`config.mk`:
```
export PLATFORM = sky130hd
export DESIGN_NAME = lfsr_victim_select_flat
export DESIGN_NICKNAME = d
export VERILOG_FILES = /design/src/rtl/lfsr_victim_select_if.sv /design/src/rtl/lfsr_victim_select.sv /design/src/flat_wrapper.sv
export SDC_FILE = /design/constraint.sdc
export NUM_CORES = 1
export LEC_CHECK = 0
export CAP_MARGIN = 25
export CORE_AREA = 2 2 39 41
export CTS_CLUSTER_SIZE = 16
export DETAILED_ROUTE_END_ITERATION = 6
export DIE_AREA = 0 0 41 43
export GPL_ROUTABILITY_DRIVEN = 0
export PLACE_DENSITY = 0.69
export SYNTH_ARGS = -nofsm -noshare
export SYNTH_HDL_FRONTEND = slang
export SYNTH_SLANG_ARGS = --single-unit
```
`constraint.sdc`:
```
create_clock -name clk -period 1.5 [get_ports clk]
set_clock_uncertainty 0.15 [all_clocks]
set_input_delay 0.225 -clock clk [delete_from_list [all_inputs] [get_ports clk]]
set_output_delay 0.225 -clock clk [all_outputs]
set_load 0.02 [all_outputs]
```
`src/rtl/lfsr_victim_select_if.sv`:
```
// Bundle of the control, vector and result signals exchanged between a cache
// controller (master) and the replacement-way selector (slave).
//   FlushStage, LRUWriteEn, SetValid : controller strobes into the selector
//   HitWay, ValidWay                 : per-way tag-match and valid vectors
//   HitWayEnc, VictimWayEnc          : encoded hit / victim way indices
//   VictimWay                        : one-hot victim way
//   UpdateWayEnc                     : way index handed to the replacement logic
//   LfsrState                        : current LFSR state for debug visibility
interface lfsr_victim_select_if #(
  parameter int unsigned NUMWAYS = 4
);
  localparam int unsigned LOGNUMWAYS = $clog2(NUMWAYS);

  logic                  FlushStage;
  logic                  LRUWriteEn;
  logic                  SetValid;
  logic [NUMWAYS-1:0]    HitWay;
  logic [NUMWAYS-1:0]    ValidWay;
  logic [LOGNUMWAYS-1:0] HitWayEnc;
  logic [LOGNUMWAYS-1:0] VictimWayEnc;
  logic [NUMWAYS-1:0]    VictimWay;
  logic [LOGNUMWAYS-1:0] UpdateWayEnc;
  logic [6:0]            LfsrState;

  modport master (
    output FlushStage, LRUWriteEn, SetValid, HitWay, ValidWay,
    input  HitWayEnc, VictimWayEnc, VictimWay, UpdateWayEnc, LfsrState
  );

  modport slave (
    input  FlushStage, LRUWriteEn, SetValid, HitWay, ValidWay,
    output HitWayEnc, VictimWayEnc, VictimWay, UpdateWayEnc, LfsrState
  );
endinterface

```
`src/rtl/lfsr_victim_select.sv`:
```
// Cache replacement-way selector. Picks the lowest invalid way of the set, or a
// pseudo-random way from a 7-bit maximal-length LFSR when every way is valid.
// Also encodes the hit way and muxes hit/victim onto UpdateWayEnc.
//   clk   : rising-edge clock
//   reset : synchronous, active-low; reseeds the LFSR to 7'h01
//   bus   : slave side of lfsr_victim_select_if (see interface header)
module lfsr_victim_select #(
  parameter int unsigned NUMWAYS = 4
) (
  input  logic                  clk,
  input  logic                  reset,
  lfsr_victim_select_if.slave   bus
);
  localparam int unsigned LOGNUMWAYS = $clog2(NUMWAYS);
  localparam int unsigned LFSRW      = 7;
  localparam logic [LFSRW-1:0] LFSRSEED = 7'h01;

  logic [LFSRW-1:0]      lfsrQ;
  logic [LFSRW-1:0]      lfsrD;
  logic                  advanceEn;
  logic                  allValid;
  logic [LOGNUMWAYS-1:0] randIdx;
  logic [LOGNUMWAYS-1:0] firstZeroWay;
  logic                  zeroFound;
  logic [LOGNUMWAYS-1:0] hitEnc;
  logic [LOGNUMWAYS-1:0] victimEnc;

  // LFSR state register; reset wins over any advance in the same cycle.
  always_ff @(posedge clk) begin
    if (!reset) begin
      lfsrQ <= LFSRSEED;
    end else begin
      lfsrQ <= lfsrD;
    end
  end

  // LFSR next state: right shift with x^7+x^6+1 style feedback into bit 6.
  always_comb begin
    advanceEn = bus.LRUWriteEn & ~bus.FlushStage;
    lfsrD     = lfsrQ;
    if (advanceEn) begin
      lfsrD = {lfsrQ[0] ^ lfsrQ[1], lfsrQ[LFSRW-1:1]};
    end
  end

  // Lowest-index invalid way; bit 0 has highest priority.
  always_comb begin
    firstZeroWay = '0;
    zeroFound    = 1'b0;
    for (int i = 0; i < int'(NUMWAYS); i++) begin
      if (!bus.ValidWay[i] && !zeroFound) begin
        firstZeroWay = LOGNUMWAYS'(i);
        zeroFound    = 1'b1;
      end
    end
  end

  // OR of set-bit indices: exact for one-hot, 0 for none, X-free for multi-hot.
  always_comb begin
    hitEnc = '0;
    for (int i = 0; i < int'(NUMWAYS); i++) begin
      if (bus.HitWay[i]) begin
        hitEnc = hitEnc | LOGNUMWAYS'(i);
      end
    end
  end

  // Victim choice and output muxing; no latency through this path.
  always_comb begin
    allValid  = &bus.ValidWay;
    randIdx   = lfsrQ[LOGNUMWAYS-1:0];
    victimEnc = allValid ? randIdx : firstZeroWay;
  end

  assign bus.HitWayEnc    = hitEnc;
  assign bus.VictimWayEnc = victimEnc;
  assign bus.VictimWay    = NUMWAYS'(1) << victimEnc;
  assign bus.UpdateWayEnc = bus.SetValid ? victimEnc : hitEnc;
  assign bus.LfsrState    = lfsrQ;

endmodule

```
`src/flat_wrapper.sv`:
```
// flat-port wrapper written by rule: the top's interface ports become plain ports
module lfsr_victim_select_flat 
#(
  parameter int unsigned NUMWAYS = 4
)
  (clk, reset, bus_FlushStage, bus_LRUWriteEn, bus_SetValid, bus_HitWay, bus_ValidWay, bus_HitWayEnc, bus_VictimWayEnc, bus_VictimWay, bus_UpdateWayEnc, bus_LfsrState);
  lfsr_victim_select_if #(.NUMWAYS(NUMWAYS)) bus_i ();
  input  logic clk;
  input  logic reset;
  input wire logic [$bits(bus_i.FlushStage)-1:0] bus_FlushStage;
  input wire logic [$bits(bus_i.LRUWriteEn)-1:0] bus_LRUWriteEn;
  input wire logic [$bits(bus_i.SetValid)-1:0] bus_SetValid;
  input wire logic [$bits(bus_i.HitWay)-1:0] bus_HitWay;
  input wire logic [$bits(bus_i.ValidWay)-1:0] bus_ValidWay;
  output wire logic [$bits(bus_i.HitWayEnc)-1:0] bus_HitWayEnc;
  output wire logic [$bits(bus_i.VictimWayEnc)-1:0] bus_VictimWayEnc;
  output wire logic [$bits(bus_i.VictimWay)-1:0] bus_VictimWay;
  output wire logic [$bits(bus_i.UpdateWayEnc)-1:0] bus_UpdateWayEnc;
  output wire logic [$bits(bus_i.LfsrState)-1:0] bus_LfsrState;
  assign bus_i.FlushStage = bus_FlushStage;
  assign bus_i.LRUWriteEn = bus_LRUWriteEn;
  assign bus_i.SetValid = bus_SetValid;
  assign bus_i.HitWay = bus_HitWay;
  assign bus_i.ValidWay = bus_ValidWay;
  assign bus_HitWayEnc = bus_i.HitWayEnc;
  assign bus_VictimWayEnc = bus_i.VictimWayEnc;
  assign bus_VictimWay = bus_i.VictimWay;
  assign bus_UpdateWayEnc = bus_i.UpdateWayEnc;
  assign bus_LfsrState = bus_i.LfsrState;
  lfsr_victim_select #(.NUMWAYS(NUMWAYS)) u_core (.clk(clk), .reset(reset), .bus(bus_i));
endmodule
```
# Word level (Yosys, flattened, before mapping)

Cells that the tools add are included.

Bits in registers: 7
Input port bits: 13
Output and inout port bits: 17

Shifts and indexed selects: 1
Mux-type cells: 11
Bitwise gates (word level): 3
Reductions and logical operators: 9

Operator list:

| operator            | count |
|---|---|
| $mux 2              | 6 |
| $logic_not 1->1     | 5 |
| $mux 1              | 5 |
| $reduce_and 4->1    | 1 |
| $shl 1x2->4 const A | 1 |
| $logic_and 1x1->1   | 3 |
| $and 1x1->1         | 1 |
| $not 1->1           | 1 |
| $xor 1x1->1         | 1 |

# Logic depth before layout (Yosys ltp)

Gate-level depths: netlist of run 1.

Depth after elaboration: 11
Mapped depth: 4

# Least setup slack after synthesis of run 1

No wires, ideal clock.

Path type: flip-flop to output port
Start: register u_core.lfsrQ[0] (netlist: u_core.bus.LfsrState[0])
End: output port bus_VictimWay[0]
Arrival time: 1.118 ns
Slack: 0.007 ns
Cell stages (with the launch flop): 5
Cells stage by stage: dfxtp_1 -> nand3b_1 -> nand3_2 -> inv_1 -> nor2_1

Cells in the longest elaborated chain, start to end: 2

Ends and longest elaborated chain:

| item                    | RTL line                 | source |
|---|---|---|
| start, declared         | lfsr_victim_select.sv:18 | `logic [LFSRW-1:0] lfsrQ;` |
| start signal, assigned  | lfsr_victim_select.sv:33 | `lfsrQ <= lfsrD;` |
| $mux 2                  | lfsr_victim_select.sv:72 | `victimEnc = allValid ? randIdx : firstZeroWay;` |
| net bus_VictimWayEnc[0] | flat_wrapper.sv:16       | `output wire logic [$bits(bus_i.VictimWayEnc)-1:0] bus_VictimWayEnc;` |
| $shl 1x2->4             | lfsr_victim_select.sv:77 | `assign bus.VictimWay = NUMWAYS'(1) << victimEnc;` |
| end, declared           | flat_wrapper.sv:17       | `output wire logic [$bits(bus_i.VictimWay)-1:0] bus_VictimWay;` |

The timed path passes the listed nets, and every way through them passes these cells.

# Worst setup path in the final report of run 1

Start: register u_core.lfsrQ[1] (netlist: u_core.bus.LfsrState[1])
End: output port bus_VictimWay[1]

Cells in the longest elaborated chain, start to end: 2

Ends and longest elaborated chain:

| item        | RTL line |
|---|---|
| $mux 2      | lfsr_victim_select.sv:72 |
| $shl 1x2->4 | lfsr_victim_select.sv:77 |

No other way between the ends.

==> qor.yml, run 1 <==
status: "finished, violations left"
violations: "negative setup slack"
detail_route.first_pass.iterations: 3
ys_types: 15
drc: 0
finalHoldViolCount: 0
clkTransAtPathRegs_ns: 0.05
setup-tns-final_ns: -0.0114
root_buffer: "clkbuf_4"
finalCriticalPeriod_ns: 1.51
grt_pass1_wl_um: 1440
slowest_delay_ns: 0.31
die_x_um: 41
nFillCells: 144
antenna_found_initial: 0
tritoncts: "done"
cellLeakagePower_nw: 0.328
syn_nets: 61
synthSimpleGateAreaFrac_pct: 38.5
cp-end-kind: "primary output"
synth_edf_count: 0
yosys.area_share.adder_pct: 0
crit_chain: "nand3b_1 > nand3_2 > inv_2 > nor2_1 > buf_4"
cts_hold_buf: 0
die_area_um2: 1760
crit_type: "reg -> out"
cp.required_ns: 1.12
io_pins: 30
start_util_pct: 26.0
wl_um: 958
register_area_um2: 141
grt_remaining_overflow: 0
via_per_inst: 4.57
slew_headroom_pct: 82.5
fp.coreArea_um2: 1380
worstHoldPathType: "reg -> reg"
dp_hpwl_um: 776
htreeDepth: 1
max-clock-path-buffers: 2
synth_top_family_by_area: "simple AND/OR/NAND/NOR gates"
yosysTopAreaCell: "dfxtp_1"
synth_commonest_cells: "nand2_1 (12), dfxtp_1 (7), nor2_1 (6), a21boi_1 (5), a21oi_1 (3)"
crit_family: "simple AND/OR/NAND/NOR gates"
grt_pass1_vias: 386
synth-seq-area-share_pct: 38.9
setup_ws_ns: -0.0114
synth_top_area_share_pct: 38.9
synthXorXnorAreaFrac_pct: 2.43
fin_nets: 96
preCtsSetupSlack_ns: -0.603
final_antenna_net_count: 0
highest_layer: "met3"
synth-seq-cells: 7
cts_made_buffers: 3
diodes: 0
ir_drop_mv: 0.381
synthToLayoutAreaGrowth_pct: 93.7
synthMuxAreaShare_pct: 0
slew_viol_final: 0
dr_wl_met3_um: 191
synthArstFlopShare_pct: 0
grt.total_usage_pct: 11.8
setup_viol: 1
cap_violations: 0
synth_flop_cell: "dfxtp_1"
rsz0062_at_grt: "yes"
wl_met1_um: 310
multi_input_area_um2: 243
clock_latency_ns: 0.25
synthTopCellsByArea: "dfxtp_1 (39%), nand2_1 (13%), a21boi_1 (10%)"
r2r_setup_slack_ns: 0.58
whs_ns: 0.311
synth_compound_area_share_pct: 16.0
start_kind: "flop"
synth.most_common_cell: "nand2_1"
crit_fanout: 4
drt_iter0_drc: 3
fin_crit_sh_pct: 101
drive_gt1_share_pct: 31.7
cp_slowest_cell: "dfxtp_2"
cellPowerDensity_nw_per_um2: 720
synth_area_um2: 360
grt_max_degree: 9
met2_length_um: 456
cts_setup_buffers: 0
synth_warnings: 0
cp_num_buf_inv: 2
cp.arrival_ns: 1.14
netlist_instances: 48
die_height_um: 43
row_count: 14
avgRoutedWirePerCell_um: 9.78
clock_sinks: 7
fin_total_pwr_uw: 502
worstMarginPinSlew_ns: 0.262
port_buffers: 28
largest_reg_flops: 7
fmax_ghz: 0.662
dr_total_vias: 448
synth.avg_cell_area_um2: 7.51
==> per-stage QoR <==
step	instance area [um2]	util (%)	std cells
finish	698	50.5	98
global route	698	50.5	98
CTS	692	50.0	98
detailed placement	676	48.8	94
global placement	676	48.8	94
floorplan	360	-	48
==> final timing paths <==
path,cells after the start,to,startpoint
worst max register to register,3,u_core.bus.LfsrState[6],u_core.bus.LfsrState[0]
worst min register to register,2,u_core.bus.LfsrState[3],u_core.bus.LfsrState[4]
worst max-delay path,5,bus_VictimWay[1],u_core.bus.LfsrState[1]
worst min-delay path,2,u_core.bus.LfsrState[3],u_core.bus.LfsrState[4]
==> placed cells by master (no fill, tap or decap), types with 2 or more instances in the layout <==
cell,count
nand2_1,12
dfxtp_1,6
a21boi_1,5
nor2_1,4
dlygate4sd2_1,17
clkbuf_4,3
inv_2,2
nand3b_1,2
or2_4,2
buf_4,8
clkdlybuf4s50_1,3
buf_2,2
a21oi_2,2
==> tightest hold or removal path: cells and delay by family, from the launching register on <==
| family | cells | cell delay (ns) |
|---|---|---|
| flops | 1 | 0.31 |
| simple gates | 1 | 0.05 |
| compound gates | 1 | 0.05 |
==> cells by family after synthesis <==
family                 Yosys count
buffers and inverters            3
flip-flops                       7
XOR/XNOR                         1
AO/OA/AOI/OAI                    9
AND/OR/NAND/NOR                 28
==> final cells by class <==
type                    count  share of cell area [%]
clock buffers               4                    3.76
inverters                   2                    1.08
multi-input cells          38                    34.8
flip-flops and latches      7                    20.3
well taps                  16                    2.87
repair buffers             31                    37.3
==> metal layers <==
layer  GRT usage [%]  vias to the layer above
li1                -                      225
met1            10.7                      196
met2            20.0                       27
met3            4.19                        0
met4            8.00                        0
met5               0                        -
==> timing repair <==
item | CTS | global route
resized for setup | 66 | 2
endpoints found under the setup margin | 17 | 7
pin swaps | 10 | 3
==> report_power, final <==
part	total (mW)	internal [mW]	switching [mW]
sequential	0.194	0.191	0.00287
clock	0.168	0.101	0.0666
combinational	0.140	0.0677	0.0728
total	0.502	0.360	0.142
Power figures use the tool's default switching activity.
==> inputs of run 2 (changes only) <==
Settings changed: REMOVE_ABC_BUFFERS from default to 1.
==> qor.yml, run 2 (same netlist as run 1, synthesis figures left out) <==
status: "finished, violations left"
violations: "negative setup slack"
finalNonFillerCells: 99
cts_made_buffers: 3
cellLeakagePower_nw: 0.339
grt_pass1_vias: 370
die_x_um: 41
fin_nets: 97
max-clock-path-buffers: 2
slew_viol_final: 0
die_height_um: 43
layout_common_cells: "dlygate4sd2_1 (16), nand2_1 (12), buf_4 (8)"
wl_um: 1030
setup_ws_ns: -0.0465
worstHoldPathType: "reg -> reg"
drt_iter0_drc: 3
drive_gt1_share_pct: 32.5
cp.arrival_ns: 1.17
dp_hpwl_um: 784
drc: 0
crit_fanout: 4
avgRoutedWirePerCell_um: 10.4
cp.required_ns: 1.12
start_kind: "flop"
finalInstanceArea_um2: 706
clkTransAtPathRegs_ns: 0.05
final_antenna_net_count: 0
fp.coreArea_um2: 1380
grt_max_degree: 9
start_util_pct: 26.0
synthToLayoutAreaGrowth_pct: 95.8
cellPowerDensity_nw_per_um2: 717
grt.total_usage_pct: 11.8
preCtsSetupSlack_ns: -0.594
ir_drop_mv: 0.414
port_buffers: 28
rsz0062_at_grt: "yes"
final_common_cell: "dlygate4sd2_1"
fin_util_pct: 51.0
grt_pass1_wl_um: 1410
clock_latency_ns: 0.25
tritoncts: "done"
detail_route.first_pass.iterations: 3
via_per_inst: 4.42
grt_remaining_overflow: 0
fin_crit_sh_pct: 103
root_buffer: "clkbuf_4"
dr_total_vias: 438
htreeDepth: 1
row_count: 14
worstMarginPinSlew_ns: 0.227
setup_viol: 3
slew_headroom_pct: 84.8
finalHoldViolCount: 0
fmax_ghz: 0.647
io_pins: 30
nFillCells: 156
finalCriticalPeriod_ns: 1.55
antenna_found_initial: 0
crit_type: "reg -> out"
diodes: 0
largest_reg_flops: 7
cap_violations: 0
die_area_um2: 1760
placedCellCount: 94
post_dp_cell_area_um2: 676
clock_sinks: 7
cp-end-kind: "primary output"
==> run 2: worst max-delay path, stage by stage (launching register included) <==
cell and delay [ns]:
dfxtp_2 0.32, nand3b_1 0.11, nand3_2 0.11, buf_4 0.16, nor2_2 0.10, buf_6 0.13
==> run 2: layer usage <==
layer	global-route usage (%)	up-vias	part of all wire [%]	wire length, um
met1	11.1	187	38	387
met2	19.1	23	45	466
met3	3.66	0	17	174
met4	10.0	0	0	0
met5	0	-	0	0
li1	-	228	-	-
==> run 2: layout make-up <==
type	count	area, um2	share of cell area, %
flip-flops and latches	7	143	20.2
repair buffers	32	275	39.0
well taps	16	20.0	2.84
clock buffers	4	26.3	3.72
multi-input cells	38	234	33.2
inverters	2	7.51	1.06
==> run 2: repair_timing <==
item	4_1_cts	5_1_grt
gates resized for setup	65	3
hold buffers	0	0
cloned	0	0
endpoints found under the hold margin	0	0
setup buffers	1	0
pin swaps	10	2
setup endpoints to repair	17	7
==> run 2: worst paths after layout <==
kind / from / end / slack (ns) / depth (start not counted)
worst max register to register: u_core.bus.LfsrState[0] / u_core.bus.LfsrState[6] / 0.54 / 3
worst min-delay path: u_core.bus.LfsrState[4] / u_core.bus.LfsrState[3] / 0.31 / 2
worst max-delay path: u_core.bus.LfsrState[1] / bus_VictimWay[3] / -0.05 / 5
worst min register to register: u_core.bus.LfsrState[4] / u_core.bus.LfsrState[3] / 0.31 / 2
==> run 2: where the power goes <==
part           switching [mW]  internal, mW
clock                  0.0674         0.101
sequential            0.00284         0.191
combinational          0.0736        0.0695
==> run 2: per-stage QoR <==
step	TNS [ns]	total power, mW	hold WS (ns)
global placement	-4.95	0.345	0.308
CTS	-0.156	0.516	0.308
floorplan	0	0.260	0.147
detailed placement	-5.02	0.346	0.311
finish	-0.126	0.506	0.308
global route	-0.445	0.533	0.325
